### config.mk
export PLATFORM = sky130hd
export DESIGN_NAME = fetch_mem_responder
export DESIGN_NICKNAME = d
export VERILOG_FILES = /design/src/rtl/fetch_mem_responder.sv
export SDC_FILE = /design/constraint.sdc
export NUM_CORES = 1
export LEC_CHECK = 0
export ABC_CLOCK_PERIOD_IN_PS = 4300
export BUFFER_PORTS_ARGS = -buffer_cell sky130_fd_sc_hd__buf_2
export CAP_MARGIN = 20
export CELL_PAD_IN_SITES_DETAIL_PLACEMENT = 0
export CELL_PAD_IN_SITES_GLOBAL_PLACEMENT = 2
export CORE_UTILIZATION = 28
export DETAILED_ROUTE_END_ITERATION = 6
export GPL_TIMING_DRIVEN = 0
export MAX_ROUTING_LAYER = met4
export PLACE_DENSITY = 0.86
export REMOVE_ABC_BUFFERS = 1
export SLEW_MARGIN = 20
export SYNTH_ARGS = -nofsm -noshare
export SYNTH_HDL_FRONTEND = slang
export SYNTH_SLANG_ARGS = --single-unit
### constraint.sdc
create_clock -name clk -period 4.3 [get_ports clk]
set_input_delay 0.43 -clock clk [delete_from_list [all_inputs] [get_ports clk]]
set_output_delay 0.43 -clock clk [all_outputs]
set_load 0.005 [all_outputs]
### src/rtl/fetch_mem_responder.sv
// fetch_mem_responder
// Memory-side responder for instruction fetch. Takes one PC at a time from the
// IF stage, routes a single read to the instruction cache or the BIOS ROM based
// on PC[31:28], and returns the instruction word. The response is held while
// the IF stage stalls. Unmapped PCs and instruction-cache timeouts return a
// fault with a zero instruction word.
module fetch_mem_responder #(
  parameter int IC_AW   = 12,
  parameter int BIOS_AW = 12,
  parameter int TIMEOUT = 16
) (
  input  logic               clk,
  input  logic               reset,
  input  logic               fetch_valid,
  input  logic [31:0]        fetch_pc,
  output logic               fetch_ready,
  input  logic               stall,
  output logic               instr_valid,
  output logic [31:0]        instr,
  output logic               instr_fault,
  output logic               ic_re,
  output logic [IC_AW-1:0]   ic_addr,
  input  logic [31:0]        ic_dout,
  input  logic               ic_valid,
  output logic               bios_re,
  output logic [BIOS_AW-1:0] bios_addr,
  input  logic [31:0]        bios_dout
);

  // The counter only has to reach TIMEOUT-1; keep it at least one bit wide.
  localparam int CW = (TIMEOUT > 1) ? $clog2(TIMEOUT) : 1;
  localparam logic [CW-1:0] CNT_LAST = CW'(TIMEOUT - 1);

  typedef enum logic [1:0] {
    IDLE,
    IC_WAIT,
    BIOS_WAIT,
    RESP
  } state_t;

  state_t             state;
  logic [CW-1:0]      wait_cnt;
  logic [IC_AW-1:0]   ic_addr_q;
  logic [BIOS_AW-1:0] bios_addr_q;
  logic               accept;
  logic               sel_ic;
  logic               sel_bios;
  logic               unused_pc;

  // Only some PC bits select a region or a word; fold the rest away.
  assign unused_pc = ^fetch_pc;

  // Decode the request in the accept cycle so the read pulse and address
  // reach the memories without an extra cycle of latency.
  always_comb begin
    fetch_ready = (state == IDLE) && !reset;
    accept      = fetch_valid && fetch_ready;
    sel_ic      = (fetch_pc[31:28] == 4'b0001);
    sel_bios    = (fetch_pc[31:28] == 4'b0100);
    ic_re       = accept && sel_ic;
    bios_re     = accept && sel_bios;
    ic_addr     = ic_re   ? fetch_pc[IC_AW+1:2]   : ic_addr_q;
    bios_addr   = bios_re ? fetch_pc[BIOS_AW+1:2] : bios_addr_q;
    instr_valid = (state == RESP);
  end

  // Request sequencing: issue the read, wait for data or timeout, then hold
  // the response until the IF stage takes it.
  always_ff @(posedge clk) begin
    if (reset) begin
      state       <= IDLE;
      wait_cnt    <= '0;
      ic_addr_q   <= '0;
      bios_addr_q <= '0;
      instr       <= '0;
      instr_fault <= 1'b0;
    end else begin
      case (state)
        IDLE: begin
          if (accept) begin
            if (sel_ic) begin
              ic_addr_q <= fetch_pc[IC_AW+1:2];
              wait_cnt  <= '0;
              state     <= IC_WAIT;
            end else if (sel_bios) begin
              bios_addr_q <= fetch_pc[BIOS_AW+1:2];
              state       <= BIOS_WAIT;
            end else begin
              instr       <= '0;
              instr_fault <= 1'b1;
              state       <= RESP;
            end
          end
        end
        IC_WAIT: begin
          if (ic_valid) begin
            instr       <= ic_dout;
            instr_fault <= 1'b0;
            state       <= RESP;
          end else begin
            wait_cnt <= wait_cnt + CW'(1);
            if ((TIMEOUT != 0) && (wait_cnt == CNT_LAST)) begin
              instr       <= '0;
              instr_fault <= 1'b1;
              state       <= RESP;
            end
          end
        end
        BIOS_WAIT: begin
          instr       <= bios_dout;
          instr_fault <= 1'b0;
          state       <= RESP;
        end
        RESP: begin
          if (!stall) begin
            state <= IDLE;
          end
        end
        default: state <= IDLE;
      endcase
    end
  end

endmodule

Word level (Yosys, flattened, before mapping) --
Cells that the tools add are included.
Operators by class: add/sub/neg operators 1, equality and inequality tests 13, multiplexer cells 25, bitwise gates (word level) 1, reduce and logical (&&, ||, !) cells 13
Operator list (number):
- 2-to-1 mux 32 bit | 5
- case mux 32 bit (3 select lines) | 1
- 2-to-1 mux 12 bit | 2
- 2-to-1 mux 4 bit | 3
- != test 2 bit (second input constant) | 6
- 2-to-1 mux 2 bit | 5
- case mux 2 bit (4 select lines) | 1
- case mux 4 bit (2 select lines) | 1
- AND reduction 4 bit | 2
- 2-to-1 mux 1 bit | 6
- AND reduction 3 bit | 2
- AND reduction 5 bit | 1
- adder 4 x 1 -> 4 bit (second input constant) | 1
- equality test 2 bit (second input constant) | 2
- equality test 4 x 1 -> 1 bit (second input constant) | 1
- equality test 4 x 3 -> 1 bit (second input constant) | 1
- equality test 4 bit (second input constant) | 1
- logical AND 1 bit | 4
- != test 3 bit (second input constant) | 1
- case mux 1 bit (3 select lines) | 1
- nonzero test 3 bit | 1
- equality test 2 x 1 -> 1 bit (second input constant) | 1
- logical NOT 2 bit | 1
- nonzero test 2 bit | 1
- other kinds (2) | 2
Word-level totals: register bits after elaboration 63, input bits 101, output and inout port bits 61, logic and storage cells 59

Longest topological paths before layout --
Gate-level depths: netlist of run 1.
depth after elaboration 5, gate-level depth with buffers 8, depth with buffers taken out 6

Worst setup path before layout of run 1 --
Ideal clock, no wire load.
path kind input to output, start point input fetch_pc[31], end point output bios_addr[10], arrival 1763 ps, data required time 3870 ps, setup slack 2107 ps, stages 4, buffers on the path 1, cell sequence or4b_4 nor4_4 buf_6 mux2_4
On the way: word-level cells in the longest chain between the ends 3
RTL lines:
- start, declared | line 15 | input logic [31:0] fetch_pc,
- equality test 4 x 3 -> 1 bit | line 59 | sel_bios = (fetch_pc[31:28] == 4'b0100);
- logical AND 1 bit | line 61 | bios_re = accept && sel_bios;
- via bios_re | line 25 | output logic bios_re,
- 2-to-1 mux 12 bit | line 63 | bios_addr = bios_re ? fetch_pc[BIOS_AW+1:2] : bios_addr_q;
- end, declared | line 26 | output logic [BIOS_AW-1:0] bios_addr,
The timed path passes the listed nets, and every way through them passes these cells.

Final worst setup path of run 1 --
start point input reset, end point output bios_addr[0]
On the way: word-level cells in the longest chain between the ends 5
RTL lines:
- start, declared | line 13 | input logic reset,
- logical NOT 1 bit | line 56 | fetch_ready = (state == IDLE) && !reset;
- logical AND 1 bit | line 56
- logical AND 1 bit | line 57 | accept = fetch_valid && fetch_ready;
- logical AND 1 bit | line 61
- 2-to-1 mux 12 bit | line 63
Every way passes these cells.

==> metrics list, run 1 <==
- Combinational logic burns 37.1% of the power.
- The number of antenna violations at the first check in global routing is 0.
- Final hold analysis gives a worst-case slack of 0.471 ns.
- In this run switching power makes up 31.2% of total power.
- In the detailed route, the total length drawn on met2 is 3640 µm.
* Die W: 108 µm
- The tool flagged a number of max-cap violations equal to 0.
- The synthesized netlist occupies a cell area of 0.00316 mm².
* Worst vdd ir: 0.202 mV
- Total overflow reported by the global router: 0
- In this run the cell area measured after placement is 0.00405 mm².
* Arrival time of data at the critical path endpoint: 2.79 ns
* Reg2reg setup slack: 1.75 ns
- DRC violation count after routing: 0
- Setup violations remaining at the end of the flow were counted as 0.
* Cells after synthesis: 320
- Counting every sink on the clock net gives 63.
- After detailed routing, the wire length on met1 is 3670 µm.
- Initial Utilization: 28.9%
- STA puts the critical path data required time at 3.87 ns.
- Fraction of the cycle the final worst path needs: 75.0%
* Maximum fanout count along the critical path: 69
- Counting tap cells, the placed design contains a total of 584 instances.
- Category of the most critical setup path: in2out
- Cell Pwr Density: 526 mW/mm²
* Number of DRC markers in iteration 0: 63
- The area growth from synthesis to layout is 38.5%.
* Number of vias after detailed routing: 2744
* Worst clock skew: 0.00874 ns
* Static leakage power: 2.13 nW
* Count of unique library cells instantiated by Yosys: 34
- Once the clock tree was built, the resizer swapped 0 gates to a different size.
- Clock tree synthesis inserted a total of 9 buffers.
- Setup repair after global routing left no endpoint under its margin.
- Clock network fraction of design power: 34.2%
- Total chip power: 2.30 mW
- Antenna diodes: 0
- Leaving out filler cells and counting taps, the final layout contains 600.
- Worst slack, placed: 0.760 ns
* TritonCTS clock tree: built
- In this run the remaining antenna-violating nets after routing total 0.
- Sequential cells burn 28.7% of the power.
- In the final design database the tool counted 562 nets.
- Proportion of synthesized flip-flops having asynchronous set or reset: 0%
- Buffers placed on the I/O ports in this run total 145.
- The final hold violation count was 0.
- After clock tree synthesis, the clock-pin slew on the worst setup and hold paths is 0.05 ns.
- The core region is 0.0109 mm².
* Slew at the pin closest to its max-slew limit: 1.10 ns
* Yosys warning total: 0
- In the synthesized netlist, the cells that appear most often are 63 x dfxtp_1, 35 x mux2i_1, 34 x nand2_1, 34 x nand2b_1, 32 x a22o_1.
- Fraction of layout instances using a drive strength above 1: 41.7%
- Post-synthesis register bit count: 63
- The worst hold path belongs to the class reg2reg.
* Cells taking the most area after synthesis: dfxtp_1 40%, mux2i_1 11%, a22o_1 8.9%, nand2b_1 6.7%, mux2_2 5.0%
- The layout has 1115 filler cells.
* Wire length of the first global-routing pass: 12700 µm
* I/O pin cnt: 162
- In this run the clock root is driven by a clkbuf_16.
- Result of the run: completed
* Post-Synthesis Mean Instance Area: 9.86 µm²
- Entering global routing, the biggest net connects 70 pins.
- The H-tree was split into 3 levels.
* Top_reg_cell synth: dfxtp_1
- Startpoint kind of the worst setup timing path: input port
- The clock passes through at most 2 buffers.
- dfxtp_1 is the most common cell in the netlist.
- Die area: 0.0117 mm²
* Detailed-routed wire length on met3: 581 µm
- Via count of the first global-routing pass: 2679
- STA classifies the critical path endpoint as an output pin.
- Die span in y: 108 µm
- Internal Power: 1.58 mW
- Across every metal layer, demand over resource in global routing totals 14.3%.
- Max-Slew Margin vs Limit: 26.0%
* EDFF count, synth: 0
- The finished cells cover 0.00437 mm².
- Average vias per placed instance: 4.57
- The final count of pins violating max slew came to 0.
- Total of hold buffers inserted after clock tree synthesis: 0
- After layout, the worst setup slack is 1.08 ns.
* Worst-skew pair later-pin latency: 0.32 ns
- FMAX: 310 MHz
- The detailed router used layers up to and including met4.
- In this run the biggest area consumer among cell types represents 40.0% of the synthesized area.
- Summed over all instances, the cell type with the most area after synthesis is dfxtp_1.
- Setup tns final: 0 ns
- Summed over all nets, the switching power comes to 717 µW.
- Wirelength, routed: 8000 µm
- In this run the core area contains 38 standard-cell rows.
- Final critical path time including I/O delays and setup: 3.22 ns
* Routed len/inst: 13.3 µm
- Number of setup buffers added after CTS: 0
* TritonRoute pass-1 iters: 4
* Final Util: 40.0%
* Half-perimeter wire length after placement: 5750 µm
* Weighted congestion at the end of routability-driven global placement: 0.746
- For this run, the register share of the synthesized area comes to 40.0%.
==> cells in the final DEF (no fill, tap or decap), types with 3 or more instances in the layout <==
master     instances
nor2b_1           16
and2b_1            9
o21ai_0            3
mux2i_1           35
inv_1              8
dfxtp_1           63
buf_2            144
a21oi_1            6
mux2_2            14
mux2_4             9
nand2_1           34
a22o_1            32
ha_1               5
clkbuf_16          9
nand2b_1          34
nor2_1             5
==> worst max-delay path: stages <==
cell and delay [ns]:
buf_4 0.30, or4b_4 0.64, nor4_4 0.84, mux2_2 0.43, buf_2 0.13
==> cell type report <==
cell class | count | area, µm² | area share (%)
clock buffer | 13 | 260 | 5.95
clock inverter | 3 | 65.1 | 1.49
inverter | 8 | 30.0 | 0.687
sequential | 63 | 1260 | 28.8
timing repair buffer | 148 | 798 | 18.3
multi-input combinational | 225 | 1780 | 40.8
tap | 140 | 175 | 4.01
==> flip-flops by register name, indices dropped and copies added (netlist names) <==
name and count:
bios_addr_q 12, instr 32, state 2, instr_fault 1, wait_cnt 4, ic_addr_q 12
==> power groups by stage <==
stage               Sequential (mW)  Clock [mW]  Combinational, mW
floorplan                     0.671           0              0.560
global placement              0.669           0              0.809
detailed placement            0.671           0              0.865
CTS                           0.660       0.818              0.868
global route                  0.665       0.840              0.932
finish                        0.660       0.786              0.853
==> path summary, 6_finish.rpt <==
path,start,end,cells after the start
setup / recovery,reset,bios_addr[0],5
hold / removal,instr[31]$_SDFFE_PP0P_,instr[31]$_SDFFE_PP0P_,2
setup reg to reg,state[0]$_SDFFE_PP0P_,bios_addr_q[0]$_SDFFE_PP0P_,6
hold reg to reg,instr[31]$_SDFFE_PP0P_,instr[31]$_SDFFE_PP0P_,2
==> kinds of logic after synthesis <==
| family | after synthesis | synth area share [%] |
|---|---|---|
| and+or+nand+nor | 109 | 19.7 |
| DFF | 63 | 40.0 |
| muxes | 59 | 20.7 |
| AOI/OAI and AO/OA | 50 | 12.6 |
| buffers and inverters | 32 | 4.28 |
| adders and majority gates | 6 | 2.38 |
| xor gates and xnor gates | 1 | 0.277 |
==> metal layers <==
| metal | GRT usage [%] | vias up |
|---|---|---|
| li1 | - | 1379 |
| met1 | 17.2 | 1246 |
| met2 | 22.9 | 110 |
| met3 | 3.50 | 9 |
| met4 | 5.87 | 0 |
| met5 | - | - |
No activity file was read; power rests on OpenSTA's default activity.
==> inputs of run 2 (changes only) <==
ABC_AREA = 1   (was not set)
ABC_CLOCK_PERIOD_IN_PS = 3200   (was 4300)
CORE_UTILIZATION = 22   (was 28)
PLACE_DENSITY = 0.79   (was 0.86)
clock period = 3.2 ns   (was 4.3 ns; I/O delays follow)
==> run 2 against run 1 <==
Compared with the run above: hold slack worse by 0.19 ns; wire length is 18% higher; via count is 27% higher; synthesized area is 4.7% higher; first-iteration DRC count grew to 2.7 times the previous value; total power is 60% higher; core utilization is 9.7 points lower; combinational power is 91% higher; synthesized cell count is 66% higher; design area is 0.94% higher; non-clock buffer count is 2 lower; register-to-register slack worse by 0.82 ns.
==> metrics list, run 2 <==
- The mean number of vias per cell is 4.12 (was 4.57).
- Synth top cells by count: 227 x nand2_1, 84 x nor2_1, 63 x dfxtp_1 (was 63 x dfxtp_1, 35 x mux2i_1, 34 x nand2_1, 34 x nand2b_1, 32 x a22o_1).
- Startpoint of the lowest-slack register-to-register path: state[0]$_SDFFE_PP0P_ (unchanged)
- Setup-failing EPs final: 0 (unchanged)
* Largest register FFs: 32 (unchanged)
- TritonCTS clock tree: built (unchanged)
- Initial Utilization: 22.7% (was 28.9%)
* Reg2reg setup slack: 0.93 ns (was 1.75 ns)
- Count of unique library cells instantiated by Yosys: 27 (was 34)
- In the finished design, the share of the clock period the worst path needs comes to 87.2%.
* Multi-input gate area: 0.00174 mm² (was 0.00178 mm²)
* Wire length of the first global-routing pass: 15700 µm (was 12700 µm)
- Result of the run: completed (unchanged)
- Number of nets in the finished design: 767 (was 562)
- Startpoint of the lowest-slack hold path: fetch_pc[12] (was instr[31]$_SDFFE_PP0P_)
* Library cell with the largest summed area after synthesis: dfxtp_1 (unchanged)
- The number of antenna violations at the first check in global routing was 0 (unchanged).
- Most frequent cells in the layout: 227 x nand2_1, 145 x buf_2, 84 x nor2_1 (was 144 x buf_2, 63 x dfxtp_1, 35 x mux2i_1).
- Proportion of synthesized flip-flops having asynchronous set or reset: 0% (unchanged)
- Most common cell in the synthesized netlist: nand2_1 (was dfxtp_1)
- Max-Slew Margin vs Limit: 31.8% (was 26.0%)
* Area of placed instances: 0.00412 mm² (was 0.00405 mm²)
- Number of DRC markers in iteration 0: 172 (was 63)
* Number of buffers added on ports: 145 (unchanged)
- The power per standard cell area was 835 mW/mm² (was 526 mW/mm²).
* Post-Syn Area: 0.00330 mm² (was 0.00316 mm²)
* Setup tns final: 0 ns (unchanged)
* Worst setup endpoint: bios_addr[8] (was bios_addr[0])
- Fin. Hold Viols: 0 (unchanged)
- The data arrival time at the worst-slack endpoint is 2.47 ns (was 2.79 ns).
- Classification of the worst-slack hold path: in2reg (was reg2reg)
- Depth of the CTS H-tree: 3 (unchanged)
- Cells taking the most area after synthesis: dfxtp_1 38%, nand2_1 26%, nor2_1 9.5%, inv_1 4.1%, o21ai_0 4.1% (was dfxtp_1 40%, mux2i_1 11%, a22o_1 8.9%, nand2b_1 6.7%, mux2_2 5.0%)
* Number of setup buffers added after CTS: 0 (unchanged)
* Weighted congestion at the end of routability-driven global placement: 0.733 (was 0.746)
- Top_reg_cell synth: dfxtp_1 (unchanged)
- Post-synthesis sequential area ratio: 38.2% (was 40.0%)
* Worst vdd ir: 0.303 mV (was 0.202 mV)
* Number of vias after detailed routing: 3485 (was 2744)
* Core region area: 0.0146 mm² (was 0.0109 mm²)
- The detailed-route DRC error count is 0 (unchanged).
- The largest register by flop count is instr (unchanged).
- The clock network latency to the later pin of the worst-skew pair was 0.32 ns (about the same).
* Most common cell after layout, fill and taps aside: nand2_1 (was buf_2)
- Category of the most critical setup path: reg2out (was in2out)
- FMAX: 358 MHz
- Cells after synthesis: 532 (was 320)
- The overall routing resource usage is 12.9% (was 14.3%).
* # clock sinks: 63 (unchanged)
* Worst clock skew: 0.00318 ns (was 0.00874 ns)
- Post-synth top area share: 38.2% (was 40.0%)
- Site row count: 44 (was 38)
- Setup repair after global routing missed its margin: false (unchanged)
- The layout-stage area growth over the synthesis result was 33.6% (was 38.5%).
- Static leakage power: 2.48 nW (was 2.13 nW)
* Die W: 125 µm (was 108 µm)
* Largest registers ranked by flip-flop count: instr: 32 flops, bios_addr_q: 12 flops, ic_addr_q: 12 flops (unchanged)
- The number of nets with antenna violations after detailed routing is 0 (unchanged).
- Post-synthesis register bit count: 63 (unchanged)
* R2r worst-path depth: 8 (was 6)
- The final count of pins violating max slew was 0 (unchanged).
- The count of flip-flops with a built-in enable after synthesis came to 0 (unchanged).
- Final critical path time including I/O delays and setup: 2.79 ns
* Via count of the first global-routing pass: 3160 (was 2679)
* Startpoint kind of the worst setup timing path: flip-flop (was input port)
- Summed area of non-filler cells in the final layout: 0.00441 mm² (was 0.00437 mm²)
- The highest net fanout along the worst path is 13 (was 69).
* Die span in y: 125 µm (was 108 µm)
- The number of diodes added for antenna fixing is 0 (unchanged).
- Total area of sequential cells: 0.00126 mm² (unchanged)
* Die area: 0.0155 mm² (was 0.0117 mm²)
- Num CTS Buffers: 9 (unchanged)
- The total length of routed wires is 9450 µm (was 8000 µm).
- I/O pin cnt: 162 (unchanged)
* Buffer cell driving the clock tree root: clkbuf_16 (unchanged)
- Total overflow reported by the global router: 0 (unchanged)
- Pin count of the biggest net entering global routing: 53 (was 70)
* Nature of the critical path endpoint: output pin (unchanged)
- The layout cell share with drive strength beyond 1 is 25.4% (was 41.7%).
- The per-cell routed wire length was 11.2 µm (was 13.3 µm).
- The origin of the worst setup path is state[0]$_SDFFE_PP0P_ (was reset).
- Deepest clock path buffer count: 2 (unchanged)
- The slew at the pin with the worst max-slew slack was 1.02 ns (was 1.10 ns).
- Fillcell total: 1659 (was 1115)
- The number of warnings reported in the yosys synthesis log came to 0 (unchanged).
- Max capacitance violation total: 0 (unchanged)
- CTS clock-pin slew for the worst setup and hold paths: 0.05 ns (about the same)
- The detailed-placement wirelength estimate came to 6800 µm (was 5750 µm).
- The average cell area after synthesis came to 6.21 µm² (was 9.86 µm²).
- The worst endpoint required time was 2.88 ns (was 3.87 ns).
* TritonRoute pass-1 iters: 6 (was 4)
- Worst r2r dst: instr[26]$_SDFFE_PP0P_ (was bios_addr_q[0]$_SDFFE_PP0P_)
-- run 2: layer usage --
| metal | track usage [%] | wire (µm) | vias to the layer above |
|---|---|---|---|
| li1 | - | - | 1879 |
| met1 | 16.0 | 4520 | 1484 |
| met2 | 20.2 | 4160 | 113 |
| met3 | 3.74 | 667 | 9 |
| met4 | 3.83 | 115 | 0 |
| met5 | - | 0 | - |
-- run 2: worst min-delay path by stage --
stage | end | slack (ns) | depth (start not counted)
floorplan | bios_addr_q[0]$_SDFFE_PP0P_ | 0.39 | 1
global placement | instr[22]$_SDFFE_PP0P_ | 0.46 | 2
detailed placement | instr[0]$_SDFFE_PP0P_ | 0.47 | 2
CTS | bios_addr_q[10]$_SDFFE_PP0P_ | 0.27 | 3
global route | bios_addr_q[1]$_SDFFE_PP0P_ | 0.28 | 3
finish | bios_addr_q[10]$_SDFFE_PP0P_ | 0.28 | 3
-- run 2: area by class of cell --
class	instances	area share, %
multi-input combinational	402	39.4
sequential	63	28.6
timing repair buffer	146	17.1
clock buffer	12	5.81
tap	184	5.22
inverter	38	3.23
clock inverter	1	0.680
-- run 2: timing repair --
action / in CTS / in global routing
setup endpoints to repair: 0 / 9
hold buffers: 0 / 0
gates resized for setup: 0 / 1
-- run 2: worst max-delay path, cell delays in order (launching register included) --
cell and delay, ns:
dfxtp_1 0.32, inv_1 0.12, ha_1 0.31, inv_2 0.07, nor2_4 0.10, nand2_1 0.26, nor2_2 0.56, nand2_1 0.15
nand2_1 0.12, buf_2 0.12
-- run 2: cell families (layout without fill, tap and decap cells) --
group                      after synthesis  in the layout  share of synthesized area [%]
and+or+nand+nor                        336            336                           40.3
buffers and inverters                   67            197                           9.39
DFF                                     63             63                           38.2
AOI/OAI and AO/OA                       60             60                           9.84
adders and majority gates                6              6                           2.27
-- run 2: metrics by stage --
step | util, % | setup slack, ns | power [mW] | cells | hold WS, ns
after detailed placement | 28.3 | 0.569 | 2.77 | 833 | 0.466
final | 30.3 | 0.409 | 3.69 | 846 | 0.284
after global placement | 28.1 | 0.615 | 2.74 | 832 | 0.458
after global routing | 30.3 | 0.142 | 4.05 | 846 | 0.281
after floorplan | - | 1.24 | 2.18 | 503 | 0.389
after CTS | 30.2 | 0.203 | 3.76 | 846 | 0.272
-- run 2: power by group --
group / leakage (nW) / switching, mW / internal (mW)
Clock: 0.141 / 0.325 / 0.632
Combinational: 1.82 / 1.06 / 0.577
Sequential: 0.515 / 0.103 / 0.994
